**config.mk**
```make
export PLATFORM = sky130hd
export DESIGN_NAME = rr_arb_mux
export DESIGN_NICKNAME = d
export VERILOG_FILES = /design/src/rtl/rr_arb_mux_pkg.sv /design/src/rtl/rr_arbiter.sv /design/src/rtl/rr_arb_mux.sv
export SDC_FILE = /design/constraint.sdc
export NUM_CORES = 1
export LEC_CHECK = 0
export ABC_AREA = 1
export CAP_MARGIN = 15
export CORE_UTILIZATION = 34
export DETAILED_ROUTE_END_ITERATION = 8
export PLACE_DENSITY = 0.88
export RECOVER_POWER = 25
export SLEW_MARGIN = 20
export SYNTH_ARGS = -nofsm -noshare
export SYNTH_HDL_FRONTEND = slang
export SYNTH_SLANG_ARGS = --single-unit
```
**constraint.sdc**
```tcl
create_clock -name clk -period 2.3 [get_ports clk]
set_input_delay 0.46 -clock clk [delete_from_list [all_inputs] [get_ports clk]]
set_output_delay 0.46 -clock clk [all_outputs]
set_load 0.03 [all_outputs]
```
**src/rtl/rr_arb_mux_pkg.sv**
```systemverilog
// Shared helpers for the round-robin arbitrating stream mux.
//   sel_width(n) : width of an index able to name any of n inputs, at least 1.
package rr_arb_mux_pkg;

  function automatic int unsigned sel_width(input int unsigned n);
    if (n <= 32'd1) return 32'd1;
    return int'($clog2(n));
  endfunction

endpackage

```
**src/rtl/rr_arbiter.sv**
```systemverilog
// Combinational round-robin arbiter.
//   req     : request vector, one bit per requester
//   ptr     : index of the requester with highest priority this cycle
//   gnt     : one-hot grant (all zero when no request)
//   gnt_idx : binary index of the granted requester (0 when none)
//   any     : at least one request is present
module rr_arbiter
  import rr_arb_mux_pkg::*;
#(
  parameter int unsigned N    = 4,
  parameter int unsigned SELW = sel_width(N)
) (
  input  logic [N-1:0]    req,
  input  logic [SELW-1:0] ptr,
  output logic [N-1:0]    gnt,
  output logic [SELW-1:0] gnt_idx,
  output logic            any
);

  // Requests laid out twice so the wrap-around search from ptr is a plain
  // low-to-high scan starting at bit ptr of the doubled vector.
  logic [2*N-1:0] req2;

  assign req2 = {req, req};

  always_comb begin
    gnt_idx = '0;
    any     = 1'b0;
    for (int unsigned i = 0; i < 2 * N; i++) begin
      if (!any && req2[i] && (i >= 32'(ptr))) begin
        any     = 1'b1;
        gnt_idx = (i >= N) ? SELW'(i - N) : SELW'(i);
      end
    end
  end

  always_comb begin
    gnt = '0;
    for (int unsigned k = 0; k < N; k++) begin
      gnt[k] = any && (gnt_idx == SELW'(k));
    end
  end

endmodule

```
**src/rtl/rr_arb_mux.sv**
```systemverilog
// N-input valid/ready stream mux with round-robin arbitration and a
// registered output stage.
//   clk, reset : clock and synchronous active-high reset
//   in_val     : per-input valid
//   in_rdy     : per-input ready, at most one bit high (the granted input)
//   in_msg     : packed messages, input i at [i*p_nbits +: p_nbits]
//   out_val    : output register holds a message
//   out_rdy    : downstream accepts the held message
//   out_msg    : registered message
//   out_sel    : index of the input that supplied out_msg
module rr_arb_mux
  import rr_arb_mux_pkg::*;
#(
  parameter int unsigned p_nbits   = 32,
  parameter int unsigned p_ninputs = 4
) (
  input  logic                              clk,
  input  logic                              reset,
  input  logic [p_ninputs-1:0]              in_val,
  output logic [p_ninputs-1:0]              in_rdy,
  input  logic [p_ninputs*p_nbits-1:0]      in_msg,
  output logic                              out_val,
  input  logic                              out_rdy,
  output logic [p_nbits-1:0]                out_msg,
  output logic [sel_width(p_ninputs)-1:0]   out_sel
);

  localparam int unsigned SELW = sel_width(p_ninputs);
  localparam int unsigned MSGW = p_ninputs * p_nbits;
  localparam int unsigned BASW = (MSGW > 1) ? int'($clog2(MSGW)) : 1;

  logic [SELW-1:0]      ptr;
  logic [SELW-1:0]      ptr_next;
  logic [SELW-1:0]      gnt_idx;
  logic [p_ninputs-1:0] gnt;
  logic                 any;
  logic                 can_load;
  logic                 load;
  logic [BASW-1:0]      base;

  rr_arbiter #(
    .N    (p_ninputs),
    .SELW (SELW)
  ) u_arb (
    .req     (in_val),
    .ptr     (ptr),
    .gnt     (gnt),
    .gnt_idx (gnt_idx),
    .any     (any)
  );

  // The register may take a new message when empty or when it drains now.
  assign can_load = !out_val || out_rdy;
  assign load     = can_load && any && !reset;
  assign in_rdy   = load ? gnt : '0;

  // Priority moves to the input after the winner, wrapping at the top.
  assign ptr_next = (gnt_idx == SELW'(p_ninputs - 1)) ? '0 : gnt_idx + 1'b1;

  assign base = BASW'(32'(gnt_idx) * p_nbits);

  always_ff @(posedge clk) begin
    if (reset) begin
      out_val <= 1'b0;
      out_msg <= '0;
      out_sel <= '0;
      ptr     <= '0;
    end else if (load) begin
      out_val <= 1'b1;
      out_msg <= in_msg[base +: p_nbits];
      out_sel <= gnt_idx;
      ptr     <= ptr_next;
    end else if (out_val && out_rdy) begin
      out_val <= 1'b0;
    end
  end

endmodule

```
==> impl_metrics.json, run 1 <==
{
  "rsz0062_at_grt": "no",
  "ys_warn_count": 0,
  "synth_compound_area_frac": 0.0281,
  "antenna_found_initial": 0,
  "drive_gt1_frac": 0.0949,
  "powerDensity_nw_per_um2": 552,
  "dr.max_layer_used": "met4",
  "clock_insertion_delay_worst_skew_ns": 0.28,
  "synth_adder_area_share": 0.0187,
  "via_count": 3657,
  "synth_mux_area_frac": 0,
  "dr_wl_met3_um": 601,
  "critPathKind": "flop to output pin",
  "ys_seq_area_frac": 0.277,
  "n_antenna_cell": 0,
  "wire_per_inst_um": 13.3,
  "min_path_type": "flop to flop",
  "synth_xor_area_frac": 0,
  "initial_core_util": 0.359,
  "die_h_um": 90.7,
  "regArea_um2": 746,
  "die_x_um": 90.7,
  "grt_max_degree": 63,
  "avgSynthCellArea_um2": 5.82,
  "numCtsBuffers": 5,
  "synthesis.nets": 599,
  "synthToLayoutAreaGrowth_pct": 75.9,
  "fp.coreArea_um2": 7450,
  "synth_top_family_by_area": "simple AND/OR/NAND/NOR gates",
  "ir_drop_mv": 0.380,
  "grt_pass1_wl_mm": 15.9,
  "cts_num_sinks": 37,
  "clk_pin_slew_worst_paths_ns": 0.07,
  "path_cells": "nand2_4 > a21oi_4 > nand4_4 > nand2_2 > inv_2 > ha_1 > inv_1 > nor2_1 > buf_4",
  "multi_input_area_um2": 1700,
  "htreeDepth": 2,
  "drc_errors": 0,
  "final_common_cell": "nand3_1",
  "ys_types": 20,
  "viasPerCell": 5.00,
  "fin_nets": 770,
  "final.period_utilization": 0.949,
  "finalSetupViolCount": 0,
  "fillers": 675,
  "cts-root-buf": "clkbuf_8",
  "drtIter0Drc": 175,
  "worst-path-max-fanout": 5,
  "syn_area_um2": 2680,
  "gp_congestion": 0.816,
  "clock_path_buffers": 2,
  "leakagePower_uw": 0.00220,
  "fin_skew_ns": 0.00456,
  "dr.pass1.iters": 5,
  "ant_nets": 0,
  "most-common-layout-cells": "nand3_1 (162), clkdlybuf4s50_1 (150), nand2_1 (116)",
  "crit_arrival_ns": 1.72,
  "port_buffers": 173,
  "met2_wirelength_mm": 4.90,
  "max_freq_mhz": 458,
  "maxSlewViolCount": 0,
  "outcome": "completed",
  "worstMarginPinSlew_ns": 0.615,
  "ioPinCount": 174,
  "synthCells": 460,
  "critical_path.max_stage_delay_ns": 0.38,
  "fin_crit_ns": 2.18,
  "max_slew_margin": 0.590,
  "max_cap_violations": 0,
  "synth-seq-cells": 37,
  "met1_length_mm": 4.04,
  "dp_hpwl_mm": 7.55,
  "synth-simple-area-share": 0.571,
  "worstPathRequired_ns": 1.84,
  "crit_path_top_delay_cell": "dfxtp_4",
  "grt.overflow.total": 0,
  "power_uw": 2600,
  "final_hold_viol_count": 0,
  "grt_pass1_vias": 3472,
  "row_count": 31,
  "crit_path_start_kind": "flop",
  "die_area_um2": 8230,
  "endpoint_kind": "output pin",
  "fin_util": 0.632,
  "routed_wl_mm": 9.70,
  "grt_usage": 0.234,
  "cts_tree": "done"
}
==> cells in the mapped netlist <==
cell type,count,area [um2]
a21oi_4,2,32.5
nand3_1,163,816
ha_1,4,50.1
buf_4,3,22.5
a21oi_1,4,20.0
clkinv_1,1,3.75
dfxtp_1,37,741
o21ai_0,3,15.0
a21boi_1,1,7.51
buf_1,5,18.8
nand4_4,1,21.3
nor2_4,1,11.3
clkbuf_1,10,37.5
nand2_2,4,25.0
inv_2,5,18.8
nand4_1,2,12.5
buf_2,15,75.1
inv_1,28,105
nor2_1,54,203
nand2_1,117,439
==> sequential cells by signal, summed over array words and instances, names as in the netlist <==
signal and flops:
out_msg 32, out_val 1, ptr 2, out_sel 2
==> layout make-up <==
type,count,area share
multi-input cells,356,0.360
repair buffers,197,0.403
flip-flops and latches,37,0.158
inverters,34,0.0277
clock buffers,7,0.0183
clock inverters,1,0.00638
well taps,99,0.0263
==> per-stage QoR <==
step | TNS (ns) | worst slack, ns | cell area (um2) | hold WS, ns | cells
3_5_place_dp | -1.27 | -0.183 | 4550 | 0.461 | 722
2_1_floorplan | 0 | 0.0265 | 2680 | 0.451 | 460
6_report | 0 | 0.117 | 4710 | 0.467 | 731
3_3_place_gp | -0.287 | -0.0830 | 4550 | 0.455 | 722
5_1_grt | 0 | 0.00752 | 4710 | 0.488 | 731
4_1_cts | 0 | 0.0447 | 4690 | 0.472 | 731
==> critical path: cells and delay by family, from the launching register on <==
family	cells	cell delay [ns]
flops	1	0.38
simple gates	4	0.37
compound gates	1	0.19
fa+ha+maj	1	0.19
buf+inv	3	0.30
==> cells by family (layout without fill, tap and decap cells) <==
family                   Yosys count  count (layout)
AO/OA/AOI/OAI                     10              10
flip-flops                        37              37
buffers and inverters             67             239
adder cells (fa/ha/maj)            4               4
AND/OR/NAND/NOR                  342             342
==> layer usage <==
layer | up-vias | GRT usage
li1 | 1840 | -
met1 | 1644 | 0.272
met2 | 159 | 0.427
met3 | 14 | 0.0488
met4 | 0 | 0.0685
met5 | - | 0
==> power by group <==
group	leakage (uW)	internal [uW]	switching (uW)	total (uW)
registers	0.000310	741	54.7	796
clock network	0.0000585	353	219	572
logic	0.00183	558	671	1230
==> final timing paths <==
check	from	to	slack [ns]	cells past startpoint
min	out_msg[18]	out_msg[18]	0.47	2
max reg2reg	ptr[0]	out_msg[13]	0.43	15
min reg2reg	out_msg[18]	out_msg[18]	0.47	2
max	ptr[0]	in_rdy[2]	0.12	9
==> repair_timing <==
| item | CTS | global route |
|---|---|---|
| buffers inserted | 1 | 0 |
| setup endpoints to repair | 4 | 4 |
| pin swaps | 2 | 5 |
| resized for setup | 8 | 17 |
| hold buffers | 0 | 0 |
Power figures use the tool's default switching activity.
==> run 2, diff against run 1 <==
CORE_ASPECT_RATIO = 0.6   (was not set)
==> impl_metrics.json, run 2 (synthesis gave the netlist of run 1 again) <==
{
  "antenna_found_initial": 0,
  "n_antenna_cell": 0,
  "drc_errors": 0,
  "worst-path-max-fanout": 4,
  "die_area_um2": 8240,
  "gp_congestion": 0.858,
  "dr.pass1.iters": 5,
  "ant_nets": 0,
  "path_buf_inv": 5,
  "rsz0062_at_grt": "no",
  "rr_endpoint": "out_msg[19]",
  "crit_path_start_kind": "input port",
  "crit_path_top_delay_cell": "dlygate4sd2_1",
  "p_switching_uw": 951,
  "max_freq_mhz": 447,
  "grt_pass1_wl_mm": 15.3,
  "reg2reg_depth": 8,
  "port_buffers": 173,
  "ioPinCount": 174,
  "drtIter0Drc": 181,
  "holdPathEnd": "out_msg[16]",
  "worstPathRequired_ns": 1.84,
  "initial_core_util": 0.359,
  "fin_crit_ns": 2.24,
  "cts-root-buf": "clkbuf_16",
  "grt.overflow.total": 0,
  "routed_wl_mm": 9.79,
  "path_cells": "dlygate4sd2_1 > buf_4 > a21oi_4 > nand4_1 > nand2_2 > inv_2 > ha_1 > inv_1 > nor2_1 > buf_4",
  "path_common_cell": "buf_4",
  "clock_insertion_delay_worst_skew_ns": 0.27,
  "cellInternalPower_uw": 1710,
  "swShare": 0.357,
  "cts_num_sinks": 37,
  "regMostFlops": "out_msg",
  "whs_ns": 0.463,
  "drive_gt1_frac": 0.0777,
  "max_slew_margin": 0.559,
  "critical_path.max_stage_delay_ns": 0.25,
  "fin_nets": 769,
  "ir_drop_mv": 0.246,
  "row_count": 24,
  "wire_per_inst_um": 13.3,
  "via_count": 3654,
  "dp_hpwl_mm": 7.31,
  "viasPerCell": 4.97,
  "die_h_um": 70.7,
  "dp_slack_ns": -0.234,
  "min_path_type": "flop to flop",
  "hp-start": "out_msg[16]",
  "powerDensity_nw_per_um2": 562,
  "grt_usage": 0.231,
  "grt_pass1_vias": 3400,
  "largest_register_ffs": 32,
  "leakagePower_uw": 0.00220,
  "final.period_utilization": 0.972,
  "outcome": "completed",
  "fp.coreArea_um2": 7450,
  "clk_pin_slew_worst_paths_ns": 0.05,
  "clockPowerShare": 0.238,
  "critPathKind": "input port to output pin",
  "crit_arrival_ns": 1.78,
  "setup_ws_ns": 0.0637,
  "numCtsBuffers": 5,
  "r2r_slack_ns": 0.43,
  "clock_path_buffers": 2,
  "p_seq_frac": 0.298,
  "reg.largest.list": "out_msg x32, out_sel x2, ptr x2",
  "fin_skew_ns": 0.00732,
  "max_cap_violations": 0,
  "die_x_um": 117,
  "final_common_cell": "nand3_1",
  "holdPathStages": 2,
  "p_comb_frac": 0.464,
  "htreeDepth": 2,
  "critPathTopFamily": "buffers and inverters",
  "most-common-layout-cells": "nand3_1 (163), clkdlybuf4s50_1 (149), nand2_1 (117)",
  "rr_startpoint": "ptr[1]",
  "final_hold_viol_count": 0,
  "maxSlewViolCount": 0,
  "finalSetupViolCount": 0,
  "grt_max_degree": 63,
  "worstMarginPinSlew_ns": 0.662,
  "synthToLayoutAreaGrowth_pct": 77.0,
  "cts_tree": "done",
  "endpoint_kind": "output pin"
}
run 2: worst max path at each step:
stage                   start   endpoint  slack (ns)  depth (start not counted)
floorplan           in_val[0]  in_rdy[2]        0.03                          8
CTS                 in_val[0]  in_rdy[1]        0.03                         13
detailed placement  in_val[0]  in_rdy[1]       -0.23                         13
finish              in_val[3]  in_rdy[1]        0.06                         10
global placement    in_val[0]  in_rdy[1]       -0.09                         13
global route        in_val[3]  in_rdy[1]       0.001                         11
run 2: power groups by stage:
stage,registers [uW],clock network [uW],logic (uW)
final,792,633,1230
after global routing,803,691,1330
after CTS,794,651,1250
after detailed placement,807,0,1240
after global placement,801,0,1210
after floorplan,992,0,471
run 2: area by class of cell:
class,instances,area (um2)
Clock buffer,8,136
Fill cell,659,2710
Inverter,34,128
Multi-Input combinational cell,356,1660
Sequential cell,37,742
Tap cell,104,130
Timing Repair Buffer,196,1940
run 2: repair_timing:
| action | 4_1_cts | 5_1_grt |
|---|---|---|
| hold buffers | 0 | 0 |
| pin swaps | 6 | 0 |
| buffers inserted | 2 | 0 |
| resized for setup | 6 | 5 |
| endpoints found under the setup margin | 4 | 4 |
run 2: per-stage QoR:
stage	cell area (um2)	setup TNS, ns	total power [uW]	cells	utilization
final	4730	0	2660	735	0.636
after global routing	4730	0	2820	735	0.636
after CTS	4740	0	2700	735	0.636
after detailed placement	4580	-2.70	2050	725	0.615
after global placement	4580	-0.307	2010	725	0.615
after floorplan	2680	0	1460	460	-
run 2: tightest hold or removal path: stages (launching register included):
cell and delay, ns:
dfxtp_1 0.30, nand3_1 0.07, nand2_1 0.05
run 2: metal layers:
| layer | track usage | wire (um) |
|---|---|---|
| met3 | 0.0643 | 1090 |
| met2 | 0.402 | 4590 |
| met5 | 0 | 0 |
| met4 | 0.0456 | 34 |
| met1 | 0.285 | 4070 |
